File: src/rtl/maquina_maluca.sv
// Passive checker for the maquina_maluca coffee FSM: validates every observed
// transition, measures clean brew runs and latches the first error cause.
module maquina_maluca_monitor #(
  parameter int MAX_DWELL  = 16,
  parameter int MAX_REFILL = 3,
  parameter int CNT_W      = 16
) (
  input  logic             clk,
  input  logic             rst,
  input  logic             start,
  input  logic [3:0]       state,
  input  logic             clear_err,
  output logic             run_active,
  output logic             done,
  output logic             erro,
  output logic [2:0]       err_code,
  output logic [CNT_W-1:0] run_cycles,
  output logic [3:0]       refill_count,
  output logic [7:0]       runs_ok
);

  localparam int DW_W = $clog2(MAX_DWELL + 1);

  typedef enum logic [1:0] {M_WAIT_IDLE, M_IDLE, M_RUN, M_ERROR} mstate_t;

  mstate_t          mst;
  logic [3:0]       prev_state;
  logic [DW_W-1:0]  dwell;
  logic [3:0]       refill;
  logic             start_seen;
  logic [CNT_W-1:0] run_cnt;

  logic            ill, changed, bad_trans, legal;
  logic [DW_W-1:0] dwell_nx;
  logic [3:0]      refill_nx;
  logic [2:0]      idle_code, run_code;

  always_comb begin
    legal = 1'b0;
    case (prev_state)
      4'd1:    legal = (state == 4'd2);
      4'd2:    legal = (state == 4'd3);
      4'd3:    legal = (state == 4'd4) || (state == 4'd5);
      4'd4:    legal = (state == 4'd3);
      4'd5:    legal = (state == 4'd6);
      4'd6:    legal = (state == 4'd7);
      4'd7:    legal = (state == 4'd8);
      4'd8:    legal = (state == 4'd9);
      4'd9:    legal = (state == 4'd1);
      default: legal = 1'b0;
    endcase
    ill       = (state == 4'd0) || (state > 4'd9);
    changed   = (state != prev_state);
    bad_trans = changed && !legal;
    dwell_nx  = changed ? DW_W'(1) : dwell + DW_W'(1);
    refill_nx = refill + 4'((changed && state == 4'd4) ? 1 : 0);

    // Lowest code wins when several causes hit on the same sample.
    idle_code = 3'd0;
    if (ill)                                 idle_code = 3'd1;
    else if (bad_trans)                      idle_code = 3'd2;
    else if (state == 4'd2 && !start_seen)   idle_code = 3'd3;

    run_code = 3'd0;
    if (ill)                                 run_code = 3'd1;
    else if (bad_trans)                      run_code = 3'd2;
    else if (refill_nx > 4'(MAX_REFILL))     run_code = 3'd4;
    else if (dwell_nx >= DW_W'(MAX_DWELL))   run_code = 3'd5;
  end

  always_ff @(posedge clk) begin
    if (rst) begin
      mst          <= M_WAIT_IDLE;
      prev_state   <= 4'd0;
      dwell        <= '0;
      refill       <= '0;
      start_seen   <= 1'b0;
      run_cnt      <= '0;
      run_active   <= 1'b0;
      done         <= 1'b0;
      erro         <= 1'b0;
      err_code     <= 3'd0;
      run_cycles   <= '0;
      refill_count <= '0;
      runs_ok      <= '0;
    end else begin
      prev_state <= state;
      done       <= 1'b0;
      case (mst)
        M_WAIT_IDLE: begin
          if (state == 4'd1) begin
            mst        <= M_IDLE;
            start_seen <= start;
          end
        end
        M_IDLE: begin
          if (idle_code != 3'd0) begin
            mst        <= M_ERROR;
            erro       <= 1'b1;
            err_code   <= idle_code;
            start_seen <= 1'b0;
          end else if (changed) begin
            // Only a started 1->2 survives the checks above.
            mst        <= M_RUN;
            run_cnt    <= CNT_W'(1);
            refill     <= 4'd0;
            dwell      <= DW_W'(1);
            start_seen <= 1'b0;
            run_active <= 1'b1;
          end else if (start) begin
            start_seen <= 1'b1;
          end
        end
        M_RUN: begin
          if (run_code != 3'd0) begin
            mst        <= M_ERROR;
            erro       <= 1'b1;
            err_code   <= run_code;
            run_active <= 1'b0;
          end else if (prev_state == 4'd9 && state == 4'd1) begin
            mst          <= M_IDLE;
            done         <= 1'b1;
            run_active   <= 1'b0;
            run_cycles   <= run_cnt;
            refill_count <= refill;
            if (runs_ok != 8'hff) runs_ok <= runs_ok + 8'd1;
          end else begin
            run_cnt <= run_cnt + CNT_W'(changed ? 1 : 0);
            dwell   <= dwell_nx;
            refill  <= refill_nx;
          end
        end
        M_ERROR: begin
          if (clear_err) begin
            mst      <= M_WAIT_IDLE;
            erro     <= 1'b0;
            err_code <= 3'd0;
          end
        end
        default: mst <= M_WAIT_IDLE;
      endcase
    end
  end

endmodule

File: config.mk
export PLATFORM = sky130hd
export DESIGN_NAME = maquina_maluca_monitor
export DESIGN_NICKNAME = d
export VERILOG_FILES = /design/src/rtl/maquina_maluca.sv
export SDC_FILE = /design/constraint.sdc
export NUM_CORES = 1
export LEC_CHECK = 0
export ABC_AREA = 1
export CAP_MARGIN = 20
export CORE_ASPECT_RATIO = 1.4
export CORE_MARGIN = 5
export CORE_UTILIZATION = 35
export DETAILED_ROUTE_END_ITERATION = 7
export PLACE_DENSITY = 0.53
export SYNTH_ARGS = -nofsm -noshare
export SYNTH_HDL_FRONTEND = slang
export SYNTH_SLANG_ARGS = --single-unit
export TNS_END_PERCENT = 10
File: constraint.sdc
create_clock -name clk -period 6 [get_ports clk]
set_input_delay 0.9 -clock clk [delete_from_list [all_inputs] [get_ports clk]]
set_output_delay 0.9 -clock clk [all_outputs]
set_load 0.005 [all_outputs]
Yosys cells after proc, flatten, opt, wreduce, memory -nomap -nowiden

Cells that the tools add are included.

Mux-type cells: 52
Add/subtract/negate cells: 4
Bitwise logic cells: 2
Eq/ne operators: 34
Magnitude comparators: 3
Reductions and logical operators: 24

Operator list:

| operator              | count |
|---|---|
| $mux W16              | 4 |
| $eq A4 B3 Y1 const B  | 8 |
| $pmux W16 S2          | 1 |
| $mux W5               | 5 |
| $mux W3               | 7 |
| $mux W2               | 9 |
| $add A16 B1 Y16       | 1 |
| $eq A4 B2 Y1 const B  | 4 |
| $eq A4 B4 Y1 const B  | 4 |
| $mux W4               | 4 |
| $ne A2 B2 Y1 const B  | 8 |
| $reduce_and A4 Y1     | 4 |
| $mux W1               | 14 |
| $pmux W5 S2           | 1 |
| $pmux W3 S3           | 1 |
| $reduce_bool A3 Y1    | 3 |
| $add A8 B1 Y8 const B | 1 |
| $eq A4 B1 Y1 const B  | 2 |
| $ne A8 B8 Y1 const B  | 1 |
| $pmux W1 S8           | 1 |
| $pmux W2 S4           | 1 |
| $pmux W4 S2           | 1 |
| $ne A3 B3 Y1 const B  | 2 |
| $reduce_and A3 Y1     | 2 |
| 21 further kinds      | 30 |

Logic and storage cells: 132
Output and inout bits: 34
Input port bits: 8
Register bits: 66

Logic depth before layout (Yosys ltp)

Word-level depth: 11
Mapped depth: 21
Depth with buffers taken out: 21

Worst setup path before layout

Ideal clock, no wire load.

Path type: input to register
From: in state[0]
To: reg run_cnt[6]
Library setup time: 0.132 ns
Required time: 5.868 ns
Buffers on the path: 1
Path slack: 3.034 ns
Cell stages on the path: 19
Arrival: 2.834 ns
Cells stage by stage: inv_1 -> nand2_1 -> nand2_1 -> nor3_4 -> nand2_2 -> inv_2 -> nor3_1 -> ha_1 -> ha_1 -> xor2_1 -> nor2_1 -> nand2_1 -> clkinv_1 -> nand4_1 -> nand2_2 -> nand3_4 -> buf_6 -> nand2_1 -> a21oi_1

Longest elaborated chain between the ends: 11
Elaborated cells between the ends (all ways): 44
Those cells by class: add/sub: 2; order compare: 3; eq/ne: 14; mux: 14; reduce/logical: 11

RTL lines:

| element                                             | line       | text |
|---|---|---|
| start, declared                                     | 11         | `input logic [3:0] state,` |
| $ne A4 B4 Y1 / $eq A4 B3 Y1 (equally long branches) | 53, 43, 56 |  |
| $logic_and A1 B1 Y1                                 | 56         | `refill_nx = refill + 4'((changed && state == 4'd4) ? 1 : 0);` |
| $mux W1                                             | 56         |  |
| $add A4 B1 Y4                                       | 56         |  |
| $gt A4 B2 Y1                                        | 67         | `else if (refill_nx > 4'(MAX_REFILL)) run_code = 3'd4;` |
| $mux W3                                             | 67         |  |
| $mux W3                                             | 66         | `else if (bad_trans) run_code = 3'd2;` |
| $mux W3                                             | 65         | `if (ill) run_code = 3'd1;` |
| $reduce_bool A3 Y1                                  | 115        | `if (run_code != 3'd0) begin` |
| $ne A2 B2 Y1 (no line)                              | -          |  |
| $reduce_and A5 Y1 (no line)                         | -          |  |
| end signal, assigned                                | 128        | `run_cnt <= run_cnt + CNT_W'(changed ? 1 : 0);` |
| end, declared                                       | 31         | `logic [CNT_W-1:0] run_cnt;` |

Several ways; a longest one is shown, not always the timed one. The select of a mux whose other input is x is not followed.
A chain may end at the register's enable or synchronous reset.

Worst setup path after layout

From: in state[0]
To: reg runs_ok[2]

Longest elaborated chain between the ends: 11
Elaborated cells between the ends (all ways): 31
Those cells by class: add/sub: 1; order compare: 3; eq/ne: 10; mux: 7; bitwise: 1; reduce/logical: 9

RTL lines:

| element                                             | line       | text |
|---|---|---|
| $ne A4 B4 Y1 / $eq A4 B3 Y1 (equally long branches) | 53, 43, 56 |  |
| $logic_and A1 B1 Y1                                 | 56         |  |
| $mux W1                                             | 56         |  |
| $add A4 B1 Y4                                       | 56         |  |
| $gt A4 B2 Y1                                        | 67         |  |
| $mux W3                                             | 67         |  |
| $mux W3                                             | 66         |  |
| $mux W3                                             | 65         |  |
| $reduce_bool A3 Y1                                  | 115        |  |
| $not A1 Y1 (no line)                                | -          |  |
| $reduce_and A4 Y1 (no line) *                       | -          |  |
| end signal, assigned                                | 126        | `if (runs_ok != 8'hff) runs_ok <= runs_ok + 8'd1;` |
| end, declared                                       | 19         | `output logic [7:0] runs_ok` |

Every way passes the cells marked *; elsewhere a longest branch is shown, timed or not.

==> impl_metrics.py <==
metrics = {
    "outcome": {
        "outcome": "finished, final reports clean",
    },
    "critical_path": {
        "cp-end-kind": "register",
        "crit_fanout": 33,
        "reg2reg_from": "prev_state[0]$_SDFF_PP0_",
        "crit_chain": "clkdlybuf4s50_1 > inv_1 > nand2_1 > nand2_1 > nor3_4 > nand2_2 > inv_2 > nor3_1 > ha_1 > ha_1 > xor2_1 > nor2_1 > nand2_1 > clkinv_1 > nand3_4 > nor2_4 > inv_2 > nor2_1 > nand3_1 > nand2_1 > nor2_1",
        "start_kind": "primary input",
        "cp.arrival_ns": 4.30,
        "rr_endpoint": "runs_ok[2]$_SDFFE_PP0P_",
        "cp_slowest_stage_delay_ns": 0.58,
        "path_class": "primary input to register",
        "path_delay_family": "simple AND/OR/NAND/NOR gates",
        "cp_num_buf_inv": 5,
        "regToRegSetupSlack_ns": 2.64,
        "cp_slowest_cell": "nor2_4",
        "reg2regPathDepth": 20,
        "critPathRequiredTime_ns": 6.23,
        "crit_top_cell": "nand2_1",
    },
    "clocking": {
        "clk-insertion-delay-late_ns": 0.33,
        "numCtsBuffers": 9,
        "clk_pin_slew_worst_paths_ns": 0.06,
        "htree_levels": 3,
        "clockRootBuffer": "clkbuf_16",
        "clkSinkCount": 66,
        "ctsHoldBuffers": 0,
        "cts_resized": 0,
        "cts_tree": "built",
        "clockBufferDepth": 2,
        "post-cts-setup-buffers": 0,
    },
    "synthesis": {
        "ys.flop_type": "dfxtp_1",
        "synth_cells": 523,
        "ys_seq_area_frac": 0.367,
        "synth_edf_count": 0,
        "yosysUniqueCellTypes": 37,
        "yosys_warnings": 0,
        "synth_top_area_share": 0.367,
        "synth.cell_area_um2": 3600,
        "syn_nets": 537,
        "ys_async_sr_fraction": 0,
        "ys_ff_latch": 66,
        "postSynthAreaPerCell_um2": 6.89,
        "yosysTopAreaCell": "dfxtp_1",
        "yosys-top-cells-area": "dfxtp_1, nand2_1, nor2_1",
    },
    "detailed_routing": {
        "detail_route.drc_violations": 0,
        "drt_iter0_drc": 208,
        "wl_per_cell_um": 13.8,
        "wirelength_um": 9570,
        "routed-via-count": 3499,
        "ant_nets": 0,
        "vias_per_cell": 5.04,
        "first_pass_iters": 4,
    },
    "global_routing": {
        "antenna_found_initial": 0,
        "grt_pass1_wl_um": 15500,
        "grt_usage": 0.159,
        "grt_max_degree": 37,
        "gr-total-overflow": 0,
        "first_global_vias": 3255,
    },
    "min_path": {
        "whs_path_depth": 2,
        "hold_end": "err_code[2]$_SDFFE_PP0P_",
        "hold_start": "err_code[2]$_SDFFE_PP0P_",
        "min-delay-path-class": "register to register",
    },
    "floorplan": {
        "num_io_pins": 42,
        "coreArea_um2": 10000,
        "fp.dieH_um": 130,
        "start_util": 0.360,
        "die_area_um2": 12500,
        "die_w_um": 95.8,
        "row_count": 43,
    },
    "final_layout": {
        "final_cell_mix": "nand2_1, nor2_1, dfxtp_1",
        "multi_input_area_um2": 1970,
        "drive_above_1_share": 0.0930,
        "antenna_cells": 0,
        "area_growth_pct": 21.9,
        "nets": 568,
        "mostFrequentLayoutCell": "nand2_1",
        "fill_cells": 1057,
        "regArea_um2": 1320,
    },
    "flow_run": {
        "drv_cap": 0,
    },
    "timing": {
        "drv_slew": 0,
        "skew_ns": 0.00911,
        "timing.slew.headroom": 0.482,
        "hold_violations": 0,
        "period_needed_ns": 4.07,
        "fin_setup_tns_ns": 0,
        "fmax_ghz": 0.246,
        "setup_viol": 0,
        "period_share": 0.679,
        "worstMarginPinSlew_ns": 0.777,
        "rsz0062_at_grt": "false",
    },
    "placement": {
        "gp_congestion": 0.906,
        "portBuffers": 41,
        "hpwl_um": 6820,
    },
    "power": {
        "powerDensity_nw_per_um2": 335,
        "p_leak_nw": 1.68,
        "irDropWorstVdd_mv": 0.152,
        "fin_total_pwr_w": 0.00147,
    },
}
==> state kept, by name, indices dropped and copies added, names as in the netlist <==
signal	count
done	1
dwell	5
err_code	3
erro	1
mst	2
prev_state	4
refill	4
refill_count	4
run_active	1
run_cnt	16
run_cycles	16
runs_ok	8
start_seen	1
==> layout make-up <==
cell class,count,area share
Clock buffer,10,0.0544
Tap cell,135,0.0384
Inverter,51,0.0436
Timing Repair Buffer,42,0.0951
Clock inverter,6,0.0202
Multi-Input combinational cell,384,0.448
Sequential cell,66,0.301
==> worst max path at each step <==
stage / from / end / slack [ns] / cells past startpoint
floorplan: state[0] / run_cnt[6]$_SDFFE_PP0P_ / 3.03 / 19
global placement: state[0] / runs_ok[2]$_SDFFE_PP0P_ / 1.66 / 21
detailed placement: state[0] / runs_ok[2]$_SDFFE_PP0P_ / 1.54 / 21
CTS: state[0] / runs_ok[2]$_SDFFE_PP0P_ / 1.90 / 21
global route: state[0] / runs_ok[2]$_SDFFE_PP0P_ / 1.52 / 21
finish: state[0] / runs_ok[2]$_SDFFE_PP0P_ / 1.93 / 21
==> routing by layer <==
layer | global-route usage | vias up | part of all wire
met2 | 0.281 | 71 | 0.53
li1 | - | 1789 | -
met1 | 0.179 | 1617 | 0.41
met4 | 0.0779 | 0 | 0.031
met5 | 0 | - | 0
met3 | 0.0311 | 22 | 0.033
==> through the flow <==
stage	cells	hold slack, ns	util	worst slack, ns	cell area [µm²]
final	694	0.456	0.439	1.93	4390
after detailed placement	678	0.452	0.406	1.54	4070
after global routing	694	0.484	0.439	1.52	4390
after CTS	694	0.462	0.439	1.90	4390
after global placement	678	0.447	0.406	1.66	4070
after floorplan	523	0.429	-	3.03	3600
==> where the power goes <==
group | switching, W | internal, W
combinational | 0.000281 | 0.000120
sequential | 0.0000269 | 0.000473
clock | 0.000197 | 0.000376
==> worst register-to-register path, cell delays in order (launching register included) <==
cell and delay [ns]:
dfxtp_1 0.40, inv_2 0.10, nand2_1 0.07, nand2_1 0.08
nor3_4 0.14, nand2_2 0.12, inv_2 0.12, nor3_1 0.06
ha_1 0.19, ha_1 0.19, xor2_1 0.14, nor2_1 0.13
nand2_1 0.09, clkinv_1 0.09, nand3_4 0.11, nor2_4 0.58
inv_2 0.23, nor2_1 0.20, nand3_1 0.09, nand2_1 0.06
nor2_1 0.05
==> synth_stat cells, types with 4 or more instances <==
library cell	n
nand2_1	101
nor2_1	85
dfxtp_1	66
a21oi_1	45
inv_1	35
nand4_1	30
nand3_1	22
o21ai_1	20
xor2_1	16
nor3_1	15
inv_2	14
clkbuf_1	9
o21ai_0	9
buf_2	7
ha_1	6
nor2_2	6
nand2_2	5
xnor2_1	5
buf_6	4
==> cells by family after synthesis <==
family | count (synthesis) | share of synthesized area
AND/OR/NAND/NOR | 276 | 0.354
buffers and inverters | 73 | 0.0878
XOR/XNOR | 21 | 0.0510
flip-flops | 66 | 0.367
AO/OA/AOI/OAI | 81 | 0.119
adder cells (fa/ha/maj) | 6 | 0.0208
(Power assumes the default switching activity.)
